==> src/rtl/ddr_line_cache_if.sv <==
// Purpose: CPU word port plus DDR line-controller port of the line cache, as one bundle.
// Latency: none; wires only.
// Backpressure: CPU side holds cpu_en until cpu_rdy; DDR side paced by ram_en/ram_rdy.
interface ddr_line_cache_if;
    logic         cpu_en;
    logic         cpu_write;
    logic [29:0]  cpu_addr;
    logic [31:0]  cpu_wdata;
    logic [3:0]   cpu_wmask;
    logic [31:0]  cpu_rdata;
    logic         cpu_rdy;
    logic         ram_en;
    logic         ram_write;
    logic [29:0]  ram_addr;
    logic [255:0] data_to_ram;
    logic [255:0] data_from_ram;
    logic         ram_rdy;

    // Cache side: serves the CPU, masters the DDR controller.
    modport slave (
        input  cpu_en, cpu_write, cpu_addr, cpu_wdata, cpu_wmask,
        output cpu_rdata, cpu_rdy,
        output ram_en, ram_write, ram_addr, data_to_ram,
        input  data_from_ram, ram_rdy
    );

    // Environment side: CPU requester and DDR controller.
    modport master (
        output cpu_en, cpu_write, cpu_addr, cpu_wdata, cpu_wmask,
        input  cpu_rdata, cpu_rdy,
        input  ram_en, ram_write, ram_addr, data_to_ram,
        output data_from_ram, ram_rdy
    );
endinterface

==> src/rtl/ddr_line_cache.sv <==
// Purpose: direct-mapped write-back, write-allocate cache of 256-bit lines over a DDR line port.
// Latency: hit -> cpu_rdy one cycle after sampling; miss -> one cycle after the last line transaction.
// Backpressure: CPU holds cpu_en until the cpu_rdy pulse; DDR done needs a ram_rdy low then high.
module ddr_line_cache #(
    parameter int LINES = 4
) (
    input  logic             clk,
    input  logic             rst,
    ddr_line_cache_if.slave  bus
);
    localparam int IDX_W = $clog2(LINES);
    localparam int TAG_W = 27 - IDX_W;

    typedef enum logic [1:0] {IDLE, WB, FILL, RESP} state_t;

    state_t             state_q, state_d;

    logic [LINES-1:0]   valid_q;
    logic [LINES-1:0]   dirty_q;
    logic [TAG_W-1:0]   tag_q  [LINES];
    logic [255:0]       data_q [LINES];

    logic               ram_en_q;
    logic               ram_write_q;
    logic [29:0]        ram_addr_q;
    logic [255:0]       data_to_ram_q;
    logic               cpu_rdy_q;
    logic [31:0]        cpu_rdata_q;
    logic               busy_seen_q;

    // Request held for the duration of a miss, so a dropped cpu_en cannot disturb it.
    logic               req_write_q;
    logic [2:0]         req_word_q;
    logic [IDX_W-1:0]   req_idx_q;
    logic [TAG_W-1:0]   req_tag_q;
    logic [31:0]        req_wdata_q;
    logic [3:0]         req_wmask_q;

    logic [2:0]         in_word;
    logic [IDX_W-1:0]   in_idx;
    logic [TAG_W-1:0]   in_tag;
    logic               accept;
    logic               hit;
    logic               victim_dirty;
    logic               done;
    logic               hit_acc;
    logic               start_wb;
    logic               start_fill;
    logic               wb_done;
    logic               fill_done;
    logic [IDX_W-1:0]   fill_idx;
    logic [TAG_W-1:0]   fill_tag;
    logic [255:0]       fill_line;

    function automatic logic [31:0] merge_word(input logic [31:0] old_w,
                                               input logic [31:0] new_w,
                                               input logic [3:0]  mask);
        logic [31:0] res;
        for (int b = 0; b < 4; b++) begin
            res[8*b +: 8] = mask[b] ? new_w[8*b +: 8] : old_w[8*b +: 8];
        end
        return res;
    endfunction

    assign in_word      = bus.cpu_addr[2:0];
    assign in_idx       = bus.cpu_addr[2+IDX_W:3];
    assign in_tag       = bus.cpu_addr[29:3+IDX_W];
    // cpu_rdy is always low in IDLE, but the term keeps the acceptance rule explicit.
    assign accept       = (state_q == IDLE) && bus.cpu_en && !cpu_rdy_q;
    assign hit          = valid_q[in_idx] && (tag_q[in_idx] == in_tag);
    assign victim_dirty = valid_q[in_idx] && dirty_q[in_idx];
    // A stale ready at ram_en rise must not count: a low has to be seen first.
    assign done         = ram_en_q && busy_seen_q && bus.ram_rdy;
    assign wb_done      = (state_q == WB) && done;
    assign fill_done    = (state_q == FILL) && done;

    // Fill target comes straight from the CPU on a clean miss, else from the held request.
    assign fill_idx     = (state_q == IDLE) ? in_idx : req_idx_q;
    assign fill_tag     = (state_q == IDLE) ? in_tag : req_tag_q;

    // Incoming line with any pending write already merged in.
    always_comb begin
        fill_line = bus.data_from_ram;
        if (req_write_q) begin
            fill_line[{req_word_q, 5'b0} +: 32] =
                merge_word(bus.data_from_ram[{req_word_q, 5'b0} +: 32], req_wdata_q, req_wmask_q);
        end
    end

    // State register.
    always_ff @(posedge clk or negedge rst) begin
        if (!rst) state_q <= IDLE;
        else      state_q <= state_d;
    end

    // Next state and one-cycle control strobes.
    always_comb begin
        state_d    = state_q;
        hit_acc    = 1'b0;
        start_wb   = 1'b0;
        start_fill = 1'b0;
        case (state_q)
            IDLE: begin
                if (accept) begin
                    if (hit) begin
                        hit_acc = 1'b1;
                        state_d = RESP;
                    end else if (victim_dirty) begin
                        start_wb = 1'b1;
                        state_d  = WB;
                    end else begin
                        start_fill = 1'b1;
                        state_d    = FILL;
                    end
                end
            end
            WB: begin
                if (done) state_d = FILL;
            end
            FILL: begin
                // ram_en is low here only right after a writeback: that is the mandatory gap cycle.
                if (!ram_en_q)  start_fill = 1'b1;
                else if (done)  state_d    = RESP;
            end
            RESP: state_d = IDLE;
            default: state_d = IDLE;
        endcase
    end

    // Control registers, DDR port, CPU response and per-line valid/dirty bits.
    always_ff @(posedge clk or negedge rst) begin
        if (!rst) begin
            ram_en_q      <= 1'b0;
            ram_write_q   <= 1'b0;
            ram_addr_q    <= '0;
            data_to_ram_q <= '0;
            cpu_rdy_q     <= 1'b0;
            cpu_rdata_q   <= '0;
            busy_seen_q   <= 1'b0;
            valid_q       <= '0;
            dirty_q       <= '0;
            req_write_q   <= 1'b0;
            req_word_q    <= '0;
            req_idx_q     <= '0;
            req_tag_q     <= '0;
            req_wdata_q   <= '0;
            req_wmask_q   <= '0;
        end else begin
            cpu_rdy_q <= hit_acc || fill_done;

            if (start_wb || start_fill)         busy_seen_q <= 1'b0;
            else if (ram_en_q && !bus.ram_rdy)  busy_seen_q <= 1'b1;

            if (start_wb || start_fill) ram_en_q <= 1'b1;
            else if (done)              ram_en_q <= 1'b0;

            if (accept && !hit) begin
                req_write_q <= bus.cpu_write;
                req_word_q  <= in_word;
                req_idx_q   <= in_idx;
                req_tag_q   <= in_tag;
                req_wdata_q <= bus.cpu_wdata;
                req_wmask_q <= bus.cpu_wmask;
            end

            if (start_wb) begin
                ram_write_q   <= 1'b1;
                ram_addr_q    <= {tag_q[in_idx], in_idx, 3'b000};
                data_to_ram_q <= data_q[in_idx];
            end else if (start_fill) begin
                ram_write_q <= 1'b0;
                ram_addr_q  <= {fill_tag, fill_idx, 3'b000};
            end

            if (hit_acc) begin
                if (bus.cpu_write) dirty_q[in_idx] <= 1'b1;
                else               cpu_rdata_q     <= data_q[in_idx][{in_word, 5'b0} +: 32];
            end

            if (wb_done) dirty_q[req_idx_q] <= 1'b0;

            if (fill_done) begin
                valid_q[req_idx_q] <= 1'b1;
                dirty_q[req_idx_q] <= req_write_q;
                if (!req_write_q) cpu_rdata_q <= bus.data_from_ram[{req_word_q, 5'b0} +: 32];
            end
        end
    end

    // Line data and tags: not reset, only qualified by valid.
    always_ff @(posedge clk) begin
        if (hit_acc && bus.cpu_write) begin
            data_q[in_idx][{in_word, 5'b0} +: 32] <=
                merge_word(data_q[in_idx][{in_word, 5'b0} +: 32], bus.cpu_wdata, bus.cpu_wmask);
        end
        if (fill_done) begin
            data_q[req_idx_q] <= fill_line;
            tag_q[req_idx_q]  <= req_tag_q;
        end
    end

    assign bus.ram_en      = ram_en_q;
    assign bus.ram_write   = ram_write_q;
    assign bus.ram_addr    = ram_addr_q;
    assign bus.data_to_ram = data_to_ram_q;
    assign bus.cpu_rdy     = cpu_rdy_q;
    assign bus.cpu_rdata   = cpu_rdata_q;
endmodule

==> src/flat_wrapper.sv <==
// flat-port wrapper written by rule: the top's interface ports become plain ports
module ddr_line_cache_flat 
#(
    parameter int LINES = 4
)
  (clk, rst, bus_cpu_en, bus_cpu_write, bus_cpu_addr, bus_cpu_wdata, bus_cpu_wmask, bus_cpu_rdata, bus_cpu_rdy, bus_ram_en, bus_ram_write, bus_ram_addr, bus_data_to_ram, bus_data_from_ram, bus_ram_rdy);
  ddr_line_cache_if bus_i ();
  input  logic clk;
  input  logic rst;
  input wire logic [$bits(bus_i.cpu_en)-1:0] bus_cpu_en;
  input wire logic [$bits(bus_i.cpu_write)-1:0] bus_cpu_write;
  input wire logic [$bits(bus_i.cpu_addr)-1:0] bus_cpu_addr;
  input wire logic [$bits(bus_i.cpu_wdata)-1:0] bus_cpu_wdata;
  input wire logic [$bits(bus_i.cpu_wmask)-1:0] bus_cpu_wmask;
  output wire logic [$bits(bus_i.cpu_rdata)-1:0] bus_cpu_rdata;
  output wire logic [$bits(bus_i.cpu_rdy)-1:0] bus_cpu_rdy;
  output wire logic [$bits(bus_i.ram_en)-1:0] bus_ram_en;
  output wire logic [$bits(bus_i.ram_write)-1:0] bus_ram_write;
  output wire logic [$bits(bus_i.ram_addr)-1:0] bus_ram_addr;
  output wire logic [$bits(bus_i.data_to_ram)-1:0] bus_data_to_ram;
  input wire logic [$bits(bus_i.data_from_ram)-1:0] bus_data_from_ram;
  input wire logic [$bits(bus_i.ram_rdy)-1:0] bus_ram_rdy;
  assign bus_i.cpu_en = bus_cpu_en;
  assign bus_i.cpu_write = bus_cpu_write;
  assign bus_i.cpu_addr = bus_cpu_addr;
  assign bus_i.cpu_wdata = bus_cpu_wdata;
  assign bus_i.cpu_wmask = bus_cpu_wmask;
  assign bus_cpu_rdata = bus_i.cpu_rdata;
  assign bus_cpu_rdy = bus_i.cpu_rdy;
  assign bus_ram_en = bus_i.ram_en;
  assign bus_ram_write = bus_i.ram_write;
  assign bus_ram_addr = bus_i.ram_addr;
  assign bus_data_to_ram = bus_i.data_to_ram;
  assign bus_i.data_from_ram = bus_data_from_ram;
  assign bus_i.ram_rdy = bus_ram_rdy;
  ddr_line_cache #(.LINES(LINES)) u_core (.clk(clk), .rst(rst), .bus(bus_i));
endmodule
==> config.mk <==
export PLATFORM = sky130hd
export DESIGN_NAME = ddr_line_cache_flat
export DESIGN_NICKNAME = d
export VERILOG_FILES = /design/src/rtl/ddr_line_cache_if.sv /design/src/rtl/ddr_line_cache.sv /design/src/flat_wrapper.sv
export SDC_FILE = /design/constraint.sdc
export NUM_CORES = 2
export LEC_CHECK = 0
export BUFFER_PORTS_ARGS = -buffer_cell sky130_fd_sc_hd__buf_4
export CAP_MARGIN = 0
export CORE_MARGIN = 3
export CORE_UTILIZATION = 55
export DETAILED_ROUTE_END_ITERATION = 6
export PLACE_DENSITY = 0.76
export SETUP_SLACK_MARGIN = 0.3
export SLEW_MARGIN = 20
export SYNTH_ARGS = -nofsm -noshare
export SYNTH_HDL_FRONTEND = slang
export SYNTH_SLANG_ARGS = --single-unit
==> constraint.sdc <==
create_clock -name clk -period 14.7 [get_ports clk]
set_input_delay 1.47 -clock clk [delete_from_list [all_inputs] [get_ports clk]]
set_output_delay 1.47 -clock clk [all_outputs]
set_load 0.05 [all_outputs]
==> flow_summary.ini <==
[drt]
drc_errors = 0
postRouteAntennaNets = 0
wl_um = 242000
via_per_inst = 6.94
drt_iter0_markers = 6800
wl_per_cell_um = 37.8
vias = 44300
drt_pre_antenna_iters = 6

[sta]
fin_crit_ns = 7.18
relSlewSlack = 0.134
setup_violations = 0
slew_violations = 0
clock.fmax_mhz = 139
tightest_slew_ns = 1.26
hold_violations = 0
rsz0062_at_grt = no
finalCritPeriodShare = 0.488
fin_worst_skew_ns = 0.0276
setup_tns_ns = 0

[worst_setup_path]
critPathRequiredTime_ns = 15.11
r2r_end = u_core.data_q[0][9]$_DFFE_PP_
cp-endpoint = u_core.data_q[2][55]$_DFFE_PP_
startpoint_type = primary input
cp-end-kind = flip-flop
worstReg2RegStart = u_core.state_q[0]$_DFFE_PN0P_
crit_arrival_ns = 7.59
cp-startpoint = bus_cpu_addr[4]
cp_max_fo = 90
reg2reg_slack_ns = 9.26
crit_type = in -> reg
rr_worst_depth = 10

[clock_network]
clk_pin_slew_ns = 0.06
ctsHoldBuffers = 0
clock_sinks = 1520
root_buffer = clkbuf_16
postCtsSetupRepairBufs = 0
cts_buffers = 156
clock_path_buffers = 3
clk_latency_ns = 0.78
htreeDepth = 4
cts-resized-gates = 0
cts_tree = yes

[place]
io_buffers = 644
hpwl_um = 166000
gp_congestion = 0.999
place_area_um2 = 74100

[synthesis]
syn-mean-instance-area_um2 = 16.7
ys_async_sr_fraction = 0.261
synth_seq_cells = 1520
synth_edf_count = 1124
yosysMostFrequentCell = edfxtp_1
synthTopCellsByArea = edfxtp_1 50%, dfrtp_1 15%, mux4_2 13%
synth.distinct_cells = 52
synthFlopType = edfxtp_1
synthCells = 4031
yosysTopAreaCellShare = 0.501
yosysSeqAreaShare = 0.648
synth.cell_area_um2 = 67400
synthTopCellsByCount = 1124 x edfxtp_1, 404 x mux4_2, 396 x dfrtp_1, 279 x nand2_1, 259 x o22ai_1
synth_warnings = 0
yosys.area.top_type = edfxtp_1

[power]
sw_frac_of_total = 0.382
p_int_w = 0.00990
power_density_nw_per_um2 = 202
p_leak_nw = 29.4
p_comb_frac = 0.365
clkPwrFrac = 0.253
p_sw_w = 0.00612
p_total_w = 0.0160
power_frac_seq = 0.382
peakVddDrop_mv = 0.168

[floorplanning]
die-area_um2 = 127000
pin_count = 648
start_util = 0.558
rows = 127
fp.dieH_um = 356
fp.coreArea_um2 = 121000
die_w_um = 356

[global_routing]
gr-usage-all-layers = 0.379
antenna_found_initial = 21
grt_start_max_net_pins = 113
grt_overflow_total = 0
grt_pass1_vias = 43900
grt_pass1_wl_um = 333000

[layout]
drive_gt1_frac = 0.384
fillers = 8421
design_area_um2 = 79400
utilization = 0.658
final_nets = 4975
area_delta_synth_final_pct = 17.8

[run_status]
status = finished, final reports clean

[flow_run]
maxCapViolCount = 0

[worst_hold_path]
hold_class = reg -> reg
## layer usage
layer,GRT usage,routed length (um),vias to the layer above
li1,-,-,17200
met1,0.479,80900,22600
met2,0.585,111000,3798
met3,0.108,31300,758
met4,0.231,17800,18
met5,0.0100,124,-
## through the flow
| stage | cells | hold slack [ns] | setup WS (ns) |
|---|---|---|---|
| floorplan | 4033 | 0.429 | 8.01 |
| global route | 6382 | 0.497 | 7.25 |
| finish | 6390 | 0.474 | 7.52 |
| global placement | 6088 | 0.447 | 6.74 |
| CTS | 6378 | 0.473 | 7.52 |
| detailed placement | 6088 | 0.457 | 6.71 |
## registers in the layout (all words and copies together), names as in the netlist, 2 cells and up
name	cells
u_core.data_q	1024
u_core.req_tag_q	25
u_core.req_word_q	3
u_core.bus.cpu_rdata	32
u_core.tag_q	100
u_core.req_wdata_q	32
u_core.req_idx_q	2
u_core.valid_q	4
u_core.req_wmask_q	4
u_core.bus.data_to_ram	256
u_core.bus.ram_addr	27
u_core.state_q	2
u_core.dirty_q	4
## cell usage in the layout (no fill, tap or decap), types with 15 or more instances in the layout
cell,count
edfxtp_1,1124
buf_4,735
mux4_2,404
dfrtp_1,394
nand2_1,270
o22ai_1,259
nor2_1,231
mux2_4,229
a21oi_1,218
mux2i_1,168
clkbuf_16,164
mux2_2,162
o21ai_0,69
clkbuf_1,43
o21ai_4,32
o211ai_1,23
clkinv_2,23
clkinv_1,18
inv_1,17
xnor2_1,17
bufinv_16,15
## area by class of cell
type	count	area, um2	share of cell area
clock inverters	71	787	0.00991
repair buffers	741	5630	0.0709
clock buffers	219	4430	0.0558
well taps	1612	2020	0.0254
flip-flops and latches	1520	43700	0.550
diodes	11	27.5	0.000347
inverters	20	77.6	0.000977
multi-input cells	2196	22800	0.287
## worst max-delay path: stages
cell and delay, ns:
buf_8 0.47, buf_4 0.78, buf_4 0.82, mux4_2 0.37, o221ai_1 0.11, or4_4 0.51
nor4_4 0.40, nand3_1 0.44, or3_1 0.81, o21ai_4 0.73, buf_4 0.49
## how the worst min path moves through the flow
stage,startpoint,end,slack (ns),cells past startpoint
detailed placement,u_core.valid_q[2]$_DFFE_PN0P_,u_core.valid_q[2]$_DFFE_PN0P_,0.46,1
CTS,u_core.valid_q[2]$_DFFE_PN0P_,u_core.valid_q[2]$_DFFE_PN0P_,0.47,1
global placement,u_core.valid_q[0]$_DFFE_PN0P_,u_core.valid_q[0]$_DFFE_PN0P_,0.45,1
global route,u_core.valid_q[0]$_DFFE_PN0P_,u_core.valid_q[0]$_DFFE_PN0P_,0.50,1
finish,u_core.valid_q[0]$_DFFE_PN0P_,u_core.valid_q[0]$_DFFE_PN0P_,0.47,1
floorplan,u_core.valid_q[2]$_DFFE_PN0P_,u_core.valid_q[2]$_DFFE_PN0P_,0.43,1
## power by group through the flow
| stage | Sequential [W] | Combinational, W | Clock (W) |
|---|---|---|---|
| after floorplan | 0.00735 | 0.00240 | 0 |
| after global placement | 0.00616 | 0.00567 | 0 |
| after detailed placement | 0.00618 | 0.00574 | 0 |
| after CTS | 0.00611 | 0.00577 | 0.00406 |
| after global routing | 0.00618 | 0.00599 | 0.00424 |
| final | 0.00613 | 0.00585 | 0.00405 |
## logic make-up (layout without fill, tap and decap cells)
family / Yosys count / count (layout) / synth area share
xor+xnor: 20 / 20 / 0.00260
other cells: 1 / 14 / 0.0000556
buf+inv: 317 / 1051 / 0.0211
compound gates: 628 / 628 / 0.0537
simple gates: 566 / 566 / 0.0339
mux: 966 / 966 / 0.238
fa+ha+maj: 13 / 13 / 0.00241
flops: 1520 / 1520 / 0.648
(Power assumes the default switching activity.)
